<file path="src/rtl/mem_port_arbiter.sv">
// Arbitrates one single-port synchronous RAM between instruction fetch and data access.
// Optional fetch anti-starvation override is enabled by defining ARB_FAIR_EN.
module mem_port_arbiter #(
    parameter int MEM_AW     = 10,
    parameter int STARVE_MAX = 4
) (
    input  logic              clk,
    input  logic              reset,
    input  logic              if_req,
    input  logic [31:0]       if_addr,
    output logic [31:0]       if_rdata,
    output logic              if_valid,
    output logic              stall_f,
    input  logic              dm_req,
    input  logic              dm_we,
    input  logic [31:0]       dm_addr,
    input  logic [31:0]       dm_wdata,
    output logic [31:0]       dm_rdata,
    output logic              dm_valid,
    output logic              stall_m,
    output logic [MEM_AW-1:0] mem_addr,
    output logic              mem_en,
    output logic              mem_we,
    output logic [31:0]       mem_wdata,
    input  logic [31:0]       mem_rdata
);

    typedef enum logic [1:0] {
        IDLE  = 2'd0,
        RD_IF = 2'd1,
        RD_DM = 2'd2
    } state_t;

    state_t      r_state;
    state_t      w_state_next;
    logic        w_force_f;
    logic        w_if_gnt;
    logic        w_dm_gnt;
    logic [31:0] r_if_rdata;
    logic [31:0] r_dm_rdata;

    // Byte-offset and out-of-range address bits are deliberately ignored.
    logic w_unused_addr_bits;
    assign w_unused_addr_bits = ^{if_addr[31:MEM_AW+2], if_addr[1:0],
                                  dm_addr[31:MEM_AW+2], dm_addr[1:0]};

`ifdef ARB_FAIR_EN
    localparam int CNT_W = $clog2(STARVE_MAX + 1);

    logic [CNT_W-1:0] r_starve_cnt;

    // Saturating count of consecutive cycles fetch was denied; retained across dropped requests.
    always_ff @(posedge clk or negedge reset) begin
        if (!reset) begin
            r_starve_cnt <= '0;
        end else if (w_if_gnt) begin
            r_starve_cnt <= '0;
        end else if (stall_f && (r_starve_cnt != CNT_W'(STARVE_MAX))) begin
            r_starve_cnt <= r_starve_cnt + 1'b1;
        end
    end

    assign w_force_f = if_req && (r_starve_cnt == CNT_W'(STARVE_MAX));
`else
    assign w_force_f = 1'b0;
`endif

    assign w_dm_gnt = dm_req & ~w_force_f;
    assign w_if_gnt = if_req & ~w_dm_gnt;

    assign stall_f = if_req & ~w_if_gnt;
    assign stall_m = dm_req & ~w_dm_gnt;

    assign mem_en = reset & (w_if_gnt | w_dm_gnt);
    assign mem_we = w_dm_gnt & dm_we;

    always_comb begin
        mem_addr  = '0;
        mem_wdata = '0;
        if (w_dm_gnt) begin
            mem_addr  = dm_addr[MEM_AW+1:2];
            mem_wdata = dm_wdata;
        end else if (w_if_gnt) begin
            mem_addr  = if_addr[MEM_AW+1:2];
        end
    end

    always_ff @(posedge clk or negedge reset) begin
        if (!reset) begin
            r_state <= IDLE;
        end else begin
            r_state <= w_state_next;
        end
    end

    // The state names the owner of the read whose data arrives on mem_rdata this cycle.
    always_comb begin
        w_state_next = IDLE;
        if_valid     = 1'b0;
        dm_valid     = 1'b0;
        if (w_if_gnt) begin
            w_state_next = RD_IF;
        end else if (w_dm_gnt && !dm_we) begin
            w_state_next = RD_DM;
        end
        case (r_state)
            RD_IF:   if_valid = 1'b1;
            RD_DM:   dm_valid = 1'b1;
            default: ;
        endcase
    end

    always_ff @(posedge clk or negedge reset) begin
        if (!reset) begin
            r_if_rdata <= '0;
            r_dm_rdata <= '0;
        end else begin
            if (r_state == RD_IF) begin
                r_if_rdata <= mem_rdata;
            end
            if (r_state == RD_DM) begin
                r_dm_rdata <= mem_rdata;
            end
        end
    end

    assign if_rdata = r_if_rdata;
    assign dm_rdata = r_dm_rdata;

endmodule

</file>
<file path="config.mk">
export PLATFORM = sky130hd
export DESIGN_NAME = mem_port_arbiter
export DESIGN_NICKNAME = d
export VERILOG_FILES = /design/src/rtl/mem_port_arbiter.sv
export SDC_FILE = /design/constraint.sdc
export NUM_CORES = 1
export LEC_CHECK = 0
export ABC_AREA = 0
export BUFFER_PORTS_ARGS = -buffer_cell sky130_fd_sc_hd__buf_4
export CAP_MARGIN = 20
export CORE_AREA = 2 2 96 98
export DETAILED_ROUTE_END_ITERATION = 16
export DIE_AREA = 0 0 98 100
export MAX_ROUTING_LAYER = met4
export PLACE_DENSITY_LB_ADDON = 0.05
export SLEW_MARGIN = 20
export SYNTH_ARGS = -nofsm -noshare
export SYNTH_HDL_FRONTEND = slang
export SYNTH_SLANG_ARGS = --single-unit
</file>
<file path="constraint.sdc">
create_clock -name clk -period 3.8 [get_ports clk]
set_input_delay 0.95 -clock clk [delete_from_list [all_inputs] [get_ports clk]]
set_output_delay 0.95 -clock clk [all_outputs]
set_load 0.02 [all_outputs]
</file>
==> results.txt, run 1 <==
* Result of the run: finished clean
- Count of maximum capacitance violations: 0
- Maximum clock skew at final layout: 0.00611 ns
- Dividing the synthesized area by the synthesized cell count gives 15.6 um^2.
* 1st-pass router iterations: 4
* Proportion of synthesized chip area in sequential cells: 54.2%
- For this run, the total global-route usage over all layers was measured as 17.0%.
- Signed area change from the synthesized netlist to the final layout: 56.9%
- Power per cell area: 460 mW/mm^2
- In the final timing run, aggregate negative setup slack is 0 ns.
- The repair_antennas step left the layout with diodes totalling 0.
- Critical path capture point type: primary output
* Class of the worst hold path: reg -> reg
* RSZ-0062 raised after global routing: no
- Vias after detailed routing: 2311
- After detailed routing, the average wire length per cell comes to 16.0 um.
- Data required time of the critical path: 2.85 ns
- The worst setup path is launched from a primary input.
* Post-placement cell count: 495
- Based on the critical path, the design can be clocked at up to 348 MHz.
* Detailed Route Iter0 Violations: 75
- Io pins: 245
- The hold violation total from the final report came to 0.
* Slew of the pin with the lowest slew margin: 0.842 ns
- The initial antenna violation count was 0.
- CTS Hold Bufs: 0
- Counting the fill cells in the layout gives 781.
- In the synthesized netlist, the number of instances is 196.
* Leakage power: 2.51 nW
- The initial utilization of the core area, before any placement, comes to 34.3%.
- Half-perimeter wire length after detailed placement: 6.05 mm
* Port-buffer cells: 199
- Maximum number of pins on one net before global-route repair: 67
* Number of nets in the finished design: 528
* Height of the die: 100 um
- The setup path with the least slack is of type in -> out.
* Die X: 98 um
- Residual antenna-violating net count after detailed routing: 0
- The congestion estimate from routability-driven global placement came to 0.773.
- Placement row count: 35
- DR vias/cell: 4.52
* TritonCTS clock tree: done
- Setup violations remaining at the end of the flow were counted as 0.
* Overall power consumption: 2.20 mW
- In this run, synthesis produced a sequential element count of 66.
- Ratio of final minimum period to clock period: 75.5%
* Gates resized, CTS repair: 0
* Maximum ir drop on the vdd rail: 0.181 mV
- Along the worst path, the maximum fanout reaches 47.
- Detailed-route DRC error count: 0
- The count of final max-slew check failures is 0.
- Number of CTS-inserted buffers: 9
- The total overflow left after global routing is 0.
* Netlist cell types: 14
- The first global-routing pass estimated 12.6 mm of wire.
- Fraction of layout cells with a size suffix above 1: 71.3%
- Max H-tree Level: 3
- Hold is met by 0.511 ns.
- Post-Route Utilization: 53.8%
- Cell area after synthesis: 0.00305 mm^2
* Clock transition at the registers of the reported paths: 0.06 ns
* Max-slew headroom: 43.8%
- After the flow finishes, the layout carries non-filler instances totaling 511.
- For this run, the number of Yosys warnings is 0.
- Via count of the first global-routing pass: 2445
* Maximum count of clock buffers along a single path: 2
- Placeable core area: 0.00889 mm^2
- Final critical-path required period: 2.87 ns
- Net Count, Synth: 329
* Setup fix buffers added after clock tree synthesis: 0
- Arrival time reported for the critical path endpoint: 1.92 ns
* Later-pin clock latency in the skew report: 0.33 ns
* Commonest non-fill, non-tap cell in the layout: sky130_fd_sc_hd__buf_4
- Routed Wire Length: 8.19 mm
* Clock tree root driver cell: sky130_fd_sc_hd__clkbuf_8
* Die Footprint: 0.00980 mm^2
- Commonest cells after routing, fill and taps aside: sky130_fd_sc_hd__buf_4 (203), sky130_fd_sc_hd__dfrtp_1 (66), sky130_fd_sc_hd__mux2_4 (58), sky130_fd_sc_hd__and2_1 (34)
* Number of clock sinks: 66
[metal layers]
layer,vias to the layer above,routed length (um),track usage [%]
li1,1061,-,-
met1,1127,3220,20.1
met2,119,4320,28.5
met3,4,593,4.32
met4,0,64,5.77
met5,-,0,-
[through the flow]
step	area (um^2)	worst slack [ns]
global placement	4600	0.934
CTS	4780	0.916
floorplan	3050	1.22
finish	4780	0.930
global route	4780	0.830
detailed placement	4600	0.919
[final timing paths]
kind / from / endpoint / slack (ns) / depth (start not counted)
min in group asynchronous: reset / if_rdata[9] / 0.80 / 2
max in group asynchronous: reset / if_rdata[2] / 2.42 / 2
min reg2reg: dm_rdata[0] / dm_rdata[0] / 0.51 / 1
max reg2reg: r_state[1] / if_rdata[19] / 2.21 / 3
min: dm_rdata[0] / dm_rdata[0] / 0.51 / 1
max: dm_req / mem_addr[9] / 0.93 / 5
[flip-flops by register name (all words and copies together) (netlist names)]
register and count:
dm_rdata 32, if_rdata 32, r_state 2
[final cells by class]
type	count	area (um^2)	share of cell area [%]
well taps	111	139	2.90
repair buffers	203	1520	31.9
clock buffers	10	138	2.88
flip-flops and latches	66	1650	34.5
multi-input cells	114	1280	26.9
clock inverters	6	42.5	0.889
inverters	1	3.75	0.0785
[cell families (layout without fill, tap and decap cells)]
group / Yosys count / in the layout / synth area share [%]
other: 1 / 1 / 0.123
buffers and inverters: 16 / 220 / 4.02
AOI/OAI and AO/OA: 11 / 11 / 3.12
and+or+nand+nor: 38 / 38 / 7.80
DFF: 66 / 66 / 54.2
muxes: 64 / 64 / 30.8
[worst max-delay path, cell delays in order]
cell,delay (ns)
sky130_fd_sc_hd__buf_4,0.30
sky130_fd_sc_hd__nor2b_1,0.11
sky130_fd_sc_hd__buf_4,0.19
sky130_fd_sc_hd__a22o_1,0.20
sky130_fd_sc_hd__buf_4,0.16
[where the power goes]
part / internal [mW] / switching [mW]
combinational: 0.420 / 0.356
sequential: 0.825 / 0.0719
clock: 0.254 / 0.275
total: 1.50 / 0.703
[synthesized netlist by cell type, drive strengths merged]
master	n	area, um^2
a22o	10	87.6
and2	34	213
buf	11	104
clkbuf	4	15.0
conb	1	3.75
dfrtp	66	1650
inv	1	3.75
mux2	64	938
nand2b	1	6.26
nor2b	3	18.8
o21a	1	7.51
Note: power is estimated with default switching activity, not from simulation.
==> run 2: changes to the inputs <==
--- a/config.mk
+++ b/config.mk
@@ -8,9 +8,9 @@
 export ABC_AREA = 0
 export BUFFER_PORTS_ARGS = -buffer_cell sky130_fd_sc_hd__buf_4
 export CAP_MARGIN = 20
-export CORE_AREA = 2 2 96 98
+export CORE_AREA = 2 2 95 97
 export DETAILED_ROUTE_END_ITERATION = 16
-export DIE_AREA = 0 0 98 100
+export DIE_AREA = 0 0 97 99
 export MAX_ROUTING_LAYER = met4
 export PLACE_DENSITY_LB_ADDON = 0.05
 export SLEW_MARGIN = 20
==> constraint.sdc (replaced) <==
create_clock -name clk -period 2.7 [get_ports clk]
set_input_delay 0.675 -clock clk [delete_from_list [all_inputs] [get_ports clk]]
set_output_delay 0.675 -clock clk [all_outputs]
set_load 0.02 [all_outputs]
==> run 2 against run 1 <==
Against the previous run: cell count decreased by 0.20%; first-iteration DRC count decreased by 35%; sequential cell count unchanged; utilization increased by 3.1 points; combinational power increased by 40%; final area increased by 1.7%; via count increased by 0.22%; wire length increased by 7.5%; critical path type unchanged; largest cell class unchanged; largest power group unchanged.
==> results.txt, run 2 (synthesis results as in run 1) <==
* Arrival time reported for the critical path endpoint: 1.52 ns (was 1.92 ns)
- The routed design could run at a clock period as short as 2.19 ns.
- Number of clock sinks: 66 (unchanged)
* Data required time of the critical path: 2.03 ns (was 2.85 ns)
- 1st-pass router iterations: 4 (unchanged)
* Clock tree root driver cell: sky130_fd_sc_hd__clkbuf_8 (unchanged)
* Placeable core area: 0.00855 mm^2 (was 0.00889 mm^2)
* Clock share of power: 30.1% (was 24.0%)
* Maximum count of clock buffers along a single path: 2 (unchanged)
* Die Footprint: 0.00960 mm^2 (was 0.00980 mm^2)
- RSZ-0062 raised after global routing: no (unchanged).
- The fraction of power spent switching nets is 29.7% (was 31.9%).
- Die X: 97 um (was 98 um)
* Number of nets in the finished design: 530 (was 528)
- Switching component of the power: 1.00 mW (was 0.703 mW)
* Detailed-route DRC error count: 0 (unchanged)
* Final number of hold-violating endpoints: 0 (unchanged)
- Signed area change from the synthesized netlist to the final layout: 59.5% (was 56.9%)
- DR vias/cell: 4.54 (was 4.52)
* Final number of setup-violating endpoints: 0 (unchanged)
- Count of maximum capacitance violations: 0 (unchanged)
- The relative slew slack was 43.7% (was 43.8%).
- Setup fix buffers added after clock tree synthesis: 0 (unchanged)
- Cell Int Power: 2.38 mW (was 1.50 mW)
- The type of the tightest min-delay check is in -> reg (was reg -> reg).
- The number of buffers inserted during clock tree synthesis was 9 (unchanged).
- Maximum ir drop on the vdd rail: 0.318 mV (was 0.181 mV)
- The per-cell routed wire length is 17.3 um (was 16.0 um).
* Slew of the pin with the lowest slew margin: 0.844 ns (was 0.842 ns)
- The post-layout instance count excluding filler cells was 510 (was 511).
- Fraction of layout cells with a size suffix above 1: 71.4% (was 71.3%)
* Number of filler cells placed in the layout: 725 (was 781)
- Gates resized, CTS repair: 0 (unchanged)
* Half-perimeter wire length after detailed placement: 6.74 mm (was 6.05 mm)
- The worst clock skew came to 0.0126 ns (was 0.00611 ns).
- Commonest non-fill, non-tap cell in the layout: sky130_fd_sc_hd__buf_4 (unchanged)
- First-pass GRT wire length: 13.6 mm (was 12.6 mm)
- Leakage power: 2.55 nW (was 2.51 nW)
* GPL Wtd Cong: 0.783 (was 0.773)
- Height of the die: 99 um (was 100 um)
- The part of the power in combinational logic was 32.4% (was 35.2%).
* Fin. max-slew vios: 0 (unchanged)
* Via count of the first global-routing pass: 2423 (was 2445)
* Clock transition at the registers of the reported paths: 0.07 ns (was 0.06 ns)
- The pin count of the biggest net entering global routing was 67 (unchanged).
- Total negative slack: 0 ns (unchanged)
- Max H-tree Level: 3 (unchanged)
- Global-route total usage across every layer: 18.9% (was 17.0%)
- The kind of capture point of the worst setup path is a primary output (unchanged).
- The highest fanout seen on the critical path was 24 (was 47).
* Residual antenna-violating net count after detailed routing: 0 (unchanged)
* Detailed Route Iter0 Violations: 49 (was 75)
* Result of the run: finished clean (unchanged)
- Routed Wire Length: 8.81 mm (was 8.19 mm)
- Power per cell area: 694 mW/mm^2 (was 460 mW/mm^2)
* Crit path launch type: primary input (unchanged)
- The initial antenna violation count is 0 (unchanged).
- The number of I/O pins was 245 (unchanged).
- Maximum clock frequency: 456 MHz
* Ratio of final minimum period to clock period: 81.1%
- The TritonCTS clock tree is done (unchanged).
- Antenna diode instance count: 0 (unchanged)
- The cell count after placement was 494 (was 495).
- The global route total overflow came to 0 (unchanged).
* Commonest cells after routing, fill and taps aside: sky130_fd_sc_hd__buf_4 (205), sky130_fd_sc_hd__dfrtp_1 (66), sky130_fd_sc_hd__mux2_4 (58), sky130_fd_sc_hd__and2_1 (34), sky130_fd_sc_hd__a22o_1 (10) (was sky130_fd_sc_hd__buf_4 (203), sky130_fd_sc_hd__dfrtp_1 (66), sky130_fd_sc_hd__mux2_4 (58), sky130_fd_sc_hd__and2_1 (34))
- The number of standard-cell rows in the floorplan came to 34 (was 35).
- Later-pin clock latency in the skew report: 0.34 ns (was 0.33 ns)
- The portion of total power attributed to sequential cells was 37.5% (was 40.7%).
* CTS Hold Bufs: 0 (unchanged)
- The class of the most critical setup path is in -> out (unchanged).
* Port-buffer cells: 199 (unchanged)
- Starting utilization of the core area: 35.7% (was 34.3%)
* Vias after detailed routing: 2316 (was 2311)
[run 2: worst max-delay path, stage by stage]
cell	delay, ns
sky130_fd_sc_hd__buf_4	0.18
sky130_fd_sc_hd__nor2b_1	0.16
sky130_fd_sc_hd__buf_4	0.20
sky130_fd_sc_hd__a22o_1	0.15
sky130_fd_sc_hd__buf_4	0.14
[run 2: cell type report]
type	count	area [um^2]	share of cell area, %
inverter	1	3.75	0.0772
clock buffer	9	124	2.55
clock inverter	7	125	2.57
multi-input combinational	114	1280	26.4
timing repair buffer	205	1540	31.6
tap	108	135	2.78
sequential	66	1650	34.0
[run 2: path summary, 6_finish.rpt]
| kind | end | slack (ns) | cells past startpoint | from |
|---|---|---|---|---|
| worst min-delay path | r_state[1] | 0.49 | 2 | dm_we |
| worst max register to register | dm_rdata[1] | 1.16 | 3 | r_state[1] |
| worst min register to register | dm_rdata[31] | 0.51 | 1 | dm_rdata[31] |
| min in group asynchronous | dm_rdata[1] | 0.52 | 2 | reset |
| max in group asynchronous | if_rdata[20] | 1.61 | 2 | reset |
| worst max-delay path | mem_addr[2] | 0.51 | 5 | dm_req |
[run 2: power by group through the flow]
stage | Combinational [mW] | Sequential [mW] | Clock, mW
floorplan | 0.382 | 1.48 | 0
global placement | 1.10 | 1.28 | 0
detailed placement | 1.11 | 1.28 | 0
CTS | 1.11 | 1.27 | 1.05
global route | 1.15 | 1.29 | 1.10
finish | 1.09 | 1.27 | 1.02
[run 2: layer usage]
| layer | routed length [um] | vias to the layer above | global-route usage (%) |
|---|---|---|---|
| met5 | 0 | - | - |
| met4 | 75 | 0 | 5.85 |
| met3 | 695 | 6 | 6.10 |
| met2 | 4660 | 114 | 30.9 |
| met1 | 3370 | 1129 | 22.5 |
| li1 | - | 1067 | - |
[run 2: metrics by stage]
step	cell area [um^2]	setup WS [ns]	util (%)	total power, mW	hold WS (ns)
after floorplan	3050	0.671	-	1.86	0.379
after global placement	4610	0.525	54.0	2.38	0.489
after detailed placement	4610	0.513	54.0	2.39	0.494
after CTS	4860	0.511	56.9	3.43	0.472
after global routing	4860	0.430	56.9	3.55	0.477
final	4860	0.509	56.9	3.38	0.495
